File: src/rtl/imu_ram_writer.sv
// Packs IMU sample frames from a valid/ready word stream into a circular buffer of RAM slots
// and shares the single RAM port with host word reads. The stream has priority; a starved host forces a stall.
//
// state | meaning
// IDLE  | between frames, word_idx == 0
// FILL  | writing words of the current frame into head_slot
// DROP  | frame overran its slot; beats accepted but discarded up to s_last
module imu_ram_writer #(
    parameter int WORDS_PER_SAMPLE = 8,
    parameter int NUM_SLOTS        = 32,
    parameter int STARVE_LIM       = 4
) (
    input  logic                          c,
    input  logic                          rst,
    input  logic [31:0]                   s_d,
    input  logic                          s_valid,
    input  logic                          s_last,
    output logic                          s_ready,
    output logic [7:0]                    ram_addr,
    output logic                          ram_wr,
    output logic [31:0]                   ram_d,
    input  logic [31:0]                   ram_q,
    input  logic                          host_rd_req,
    input  logic [7:0]                    host_rd_addr,
    output logic                          host_rd_busy,
    output logic [31:0]                   host_rd_data,
    output logic                          host_rd_valid,
    output logic [$clog2(NUM_SLOTS)-1:0]  head_slot,
    output logic [15:0]                   sample_cnt,
    output logic                          sample_done,
    output logic                          frame_err
);

    localparam int IW = $clog2(WORDS_PER_SAMPLE);
    localparam int SW = $clog2(NUM_SLOTS);
    localparam int CW = $clog2(STARVE_LIM + 1);

    typedef enum logic [1:0] {IDLE, FILL, DROP} state_t;

    state_t          state, state_nxt;
    logic [IW-1:0]   word_idx;
    logic [SW+IW-1:0] wr_addr;
    logic            beat, grant, last_word;
    logic            wr_en, commit, frame_bad;
    logic            host_pend, host_g1;
    logic [7:0]      host_addr;
    logic [CW-1:0]   starve_cnt;

    assign beat         = s_valid & s_ready;
    assign grant        = host_pend & ~beat;
    assign last_word    = (word_idx == IW'(WORDS_PER_SAMPLE - 1));
    assign wr_addr      = {head_slot, word_idx};
    assign host_rd_busy = host_pend | host_g1;

    always_ff @(posedge c) begin
        if (rst) state <= IDLE;
        else     state <= state_nxt;
    end

    always_comb begin
        state_nxt = state;
        case (state)
            IDLE, FILL: begin
                if (beat) begin
                    if (s_last)         state_nxt = IDLE;
                    else if (last_word) state_nxt = DROP;
                    else                state_nxt = FILL;
                end
            end
            DROP:    if (beat && s_last) state_nxt = IDLE;
            default: state_nxt = IDLE;
        endcase
    end

    always_comb begin
        wr_en     = beat && (state != DROP);
        commit    = wr_en && s_last && last_word;
        frame_bad = beat && s_last && ((state == DROP) || !last_word);
        ram_wr    = wr_en;
        ram_d     = wr_en ? s_d : 32'd0;
        ram_addr  = grant ? host_addr : 8'(wr_addr);
    end

    always_ff @(posedge c) begin
        if (rst) begin
            word_idx      <= '0;
            head_slot     <= '0;
            sample_cnt    <= '0;
            sample_done   <= 1'b0;
            frame_err     <= 1'b0;
            s_ready       <= 1'b0;
            host_pend     <= 1'b0;
            host_g1       <= 1'b0;
            host_addr     <= '0;
            host_rd_data  <= '0;
            host_rd_valid <= 1'b0;
            starve_cnt    <= '0;
        end else begin
            sample_done <= commit;
            frame_err   <= frame_bad;

            // In DROP the index parks at the last word until s_last closes the frame.
            if (beat) begin
                if (s_last)
                    word_idx <= '0;
                else if ((state != DROP) && !last_word)
                    word_idx <= word_idx + 1'b1;
            end

            if (commit) begin
                head_slot  <= head_slot + 1'b1;
                sample_cnt <= sample_cnt + 16'd1;
            end

            if (host_rd_req && !host_rd_busy) begin
                host_pend <= 1'b1;
                host_addr <= host_rd_addr;
            end else if (grant) begin
                host_pend <= 1'b0;
            end

            host_g1       <= grant;
            host_rd_valid <= host_g1;
            if (host_g1)
                host_rd_data <= ram_q;

            if (host_pend && !grant) starve_cnt <= starve_cnt + 1'b1;
            else                     starve_cnt <= '0;

            // The stall cycle has no beat, so the pending read is granted in it.
            s_ready <= !(host_pend && !grant && (starve_cnt == CW'(STARVE_LIM - 1)));
        end
    end

endmodule

File: config.mk
export PLATFORM = sky130hd
export DESIGN_NAME = imu_ram_writer
export DESIGN_NICKNAME = d
export VERILOG_FILES = /design/src/rtl/imu_ram_writer.sv
export SDC_FILE = /design/constraint.sdc
export NUM_CORES = 1
export LEC_CHECK = 0
export BUFFER_PORTS_ARGS = -buffer_cell sky130_fd_sc_hd__clkbuf_2
export CORE_MARGIN = 3
export CORE_UTILIZATION = 36
export DETAILED_ROUTE_END_ITERATION = 8
export PLACE_DENSITY = 0.67
export SLEW_MARGIN = 40
export SYNTH_ARGS = -nofsm -noshare
export SYNTH_HDL_FRONTEND = slang
export SYNTH_SLANG_ARGS = --single-unit
File: constraint.sdc
create_clock -name c -period 2.5 [get_ports c]
set_input_delay 0.375 -clock c [delete_from_list [all_inputs] [get_ports c]]
set_output_delay 0.375 -clock c [all_outputs]
set_load 0.02 [all_outputs]
==> reports/results.txt <==
Sw power: 0.605 mW
CP max stage cell: or4_1
CP max stage delay: 0.53 ns
Hold Path Class: primary input to flip-flop
Comb power frac: 11.1%
Clock Sink Count: 75
First-pass GRT wire length: 13500 um
Ratio of cells with drive above 1 in the final layout: 40.8%
Root Driver: clkbuf_8
Net count after synthesis: 440
Post-route cell area: 4400 um^2
Total grt overflow: 0
Slew HR: 64.1%
Row Count: 33
CTS tree: yes
Initial antenna violation count: 0
Global Route Usage Sum: 16.4%
Kind of critical path: flip-flop to flip-flop
Pre-CTS setup slack: 0.367 ns
Clock skew: 0.00585 ns
Core area: 8460 um^2
Nets: 606
Synth Register Bits: 75
Warnings, synthesis: 0
Per-cell routed wire length: 13.7 um
Drt pass-1 iters: 4
Setup TNS: 0 ns
Most used cell, CP: ha_1
TritonCTS Buffers: 9
Die width: 101 um
CTS resizes: 0
Gpl congestion: 0.769
Die Span Y: 101 um
Clock transition at path regs: 0.08 ns
Die area: 10100 um^2
Placed cells: 616
Tmin final: 2.15 ns
Critical Path Fanout Max: 12
Critical-path cell list: ha_1 -> ha_1 -> nand4_1 -> or4_4 -> or4_1 -> a21oi_1
Number of global-route vias before repair: 2762
Setup violators final: 0
Peak VDD IR: 0.360 mV
Post-Synthesis Cell Area: 3230 um^2
Final period util: 86.1%
Inserted Diodes: 0
Syn Inst Count: 356
Antenna-violating nets left: 0
CP startpoint kind: flip-flop
Multi-input combinational cell area: 1590 um^2
Avg Cell Area, Syn: 9.06 um^2
Hold Fails Final Rpt: 0
Max Slew Vio Count: 0
Unrepaired setup endpoints after global routing: false
Required @ worst endpoint: 2.77 ns
Slew @ Worst Pin: 0.534 ns
Worst Setup End Kind: flip-flop
Area Growth Syn to Fin: 36.4%
Seq/Total Area, Yosys: 46.5%
Clk pwr share: 40.6%
Pleak: 2.13 nW
Max-cap violations: 0
Initial Utilization: 38.1%
Post-CTS setup buffers: 0
Placed Area: 4170 um^2
Vias per cell: 4.88
CTS HTree Levels: 3
Flop pwr share: 48.3%
Status: finished clean
FILL cells: 819
Worst skew pair latency: 0.33 ns
Starting DRT DRC Count: 100
Hold-fix buffer count after cts: 0
Fmax: 465 MHz
Routed WL: 8660 um
Switching Fraction: 23.6%
Post-Layout Cell Count: 632
WP data arrival: 2.42 ns
DP HPWL: 6620 um
PwrDens: 583 nW/um^2
Reg area: 1500 um^2
Post-route DRC: 0
Boundary Pins: 176
Largest net degree at the start of global routing: 38
Library cells used by synthesis: 37
PnR worst setup slack: 0.347 ns
CTS max path bufs: 2
Internal: 1.96 mW
Vias post-DR: 3085
Port buffer count: 175
-- Yosys cell counts, drive strengths merged --
| master | number | area, um^2 |
|---|---|---|
| o31ai | 7 | 52.6 |
| o21ai | 9 | 45.0 |
| mux2 | 8 | 90.1 |
| mux2i | 35 | 350 |
| nand3 | 4 | 20.0 |
| nand4 | 7 | 43.8 |
| inv | 8 | 30.0 |
| and3 | 33 | 208 |
| or2 | 2 | 12.5 |
| a211oi | 1 | 7.51 |
| and2 | 3 | 21.3 |
| a31oi | 2 | 12.5 |
| nor3 | 1 | 5.00 |
| o31a | 1 | 10.0 |
| buf | 2 | 16.3 |
| or3 | 9 | 57.6 |
| nand3b | 1 | 7.51 |
| clkbuf | 24 | 90.1 |
| xor2 | 4 | 35.0 |
| nand2 | 25 | 96.4 |
| a32oi | 1 | 8.76 |
| ha | 7 | 87.6 |
| nor4 | 1 | 6.26 |
| nand2b | 1 | 6.26 |
| a21oi | 23 | 115 |
| nor2 | 49 | 184 |
| nor2b | 3 | 26.3 |
| a22oi | 2 | 15.0 |
| dfxtp | 75 | 1500 |
| or4 | 8 | 63.8 |
-- critical path: cells and delay by family (launching register included) --
family                     cells  cell delay, ns
AOI/OAI and AO/OA              1            0.15
adders and majority gates      2            0.41
DFF                            1            0.38
and+or+nand+nor                3            1.14
-- layout by cell type, fill, tap and decap left out, types with 2 or more instances in the layout --
master     Yosys  final
a31oi_1        2      2
nor2b_1        2      2
ha_1           7      7
mux2i_1       35     35
mux2_2         8      8
a22oi_1        2      2
o21ai_0        9      9
inv_1          8      8
or4_1          7      7
nand3_1        4      4
and2_2         2      2
and3_1        32     32
clkbuf_8       0     11
a21oi_1       23     23
or3_1          8      8
buf_4          0      6
bufinv_16      0      2
nand2_1       24     24
nand4_1        7      7
dfxtp_1       75     74
nor2_1        49     49
xor2_1         4      4
or2_2          2      2
clkbuf_2       0    175
o31ai_1        7      7
-- final timing paths --
check	startpoint	end	slack, ns	depth (start not counted)
max	word_idx[0]$_SDFFE_PP0P_	sample_cnt[15]$_SDFFE_PP0P_	0.35	6
min	host_rd_addr[5]	host_addr[5]$_SDFFE_PP0P_	0.26	3
min reg2reg	starve_cnt[0]$_SDFF_PP0_	starve_cnt[0]$_SDFF_PP0_	0.43	1
max reg2reg	word_idx[0]$_SDFFE_PP0P_	sample_cnt[15]$_SDFFE_PP0P_	0.35	6
-- stage by stage --
| step | util [%] | total power [mW] | hold WS, ns |
|---|---|---|---|
| 2_1_floorplan | - | 1.43 | 0.399 |
| 3_3_place_gp | 49.3 | 1.55 | 0.408 |
| 3_5_place_dp | 49.3 | 1.56 | 0.421 |
| 4_1_cts | 52.0 | 2.62 | 0.224 |
| 5_1_grt | 52.0 | 2.69 | 0.217 |
| 6_report | 52.0 | 2.57 | 0.257 |
-- layout make-up --
cell class	instances	area share, %
Clock inverter	4	1.65
Sequential cell	75	34.1
Tap cell	105	2.99
Multi-Input combinational cell	247	36.1
Timing Repair Buffer	181	20.9
Clock buffer	12	3.53
Inverter	8	0.682
-- sequential cells by signal (all words and copies together), names as in the netlist --
name / cells
frame_err: 1
sample_done: 1
word_idx: 3
s_ready: 1
state: 2
sample_cnt: 16
host_addr: 8
host_pend: 1
host_rd_data: 32
host_g1: 1
host_rd_valid: 1
starve_cnt: 3
head_slot: 5
-- routing by layer --
layer	part of all wire, %	wire, um	up-vias	GRT usage [%]
met3	5.4	468	6	4.29
li1	-	-	1569	-
met5	0	0	-	0
met4	0.68	59	0	3.42
met1	44	3800	1428	21.4
met2	50	4330	82	27.2
-- cell families (layout without fill, tap and decap cells) --
logic type,Yosys count,after routing,synth area share [%]
AOI/OAI and AO/OA,46,46,8.26
and+or+nand+nor,147,147,23.5
xor gates and xnor gates,4,4,1.09
adders and majority gates,7,7,2.72
DFF,75,75,46.5
muxes,43,43,13.7
buffers and inverters,34,205,4.23
-- power by group through the flow --
stage / clock network [mW] / logic [mW] / registers [mW]
final: 1.04 / 0.286 / 1.24
after global routing: 1.13 / 0.314 / 1.24
after CTS: 1.09 / 0.289 / 1.24
after detailed placement: 0 / 0.288 / 1.27
after global placement: 0 / 0.284 / 1.27
after floorplan: 0 / 0.146 / 1.29
(Power assumes the default switching activity.)
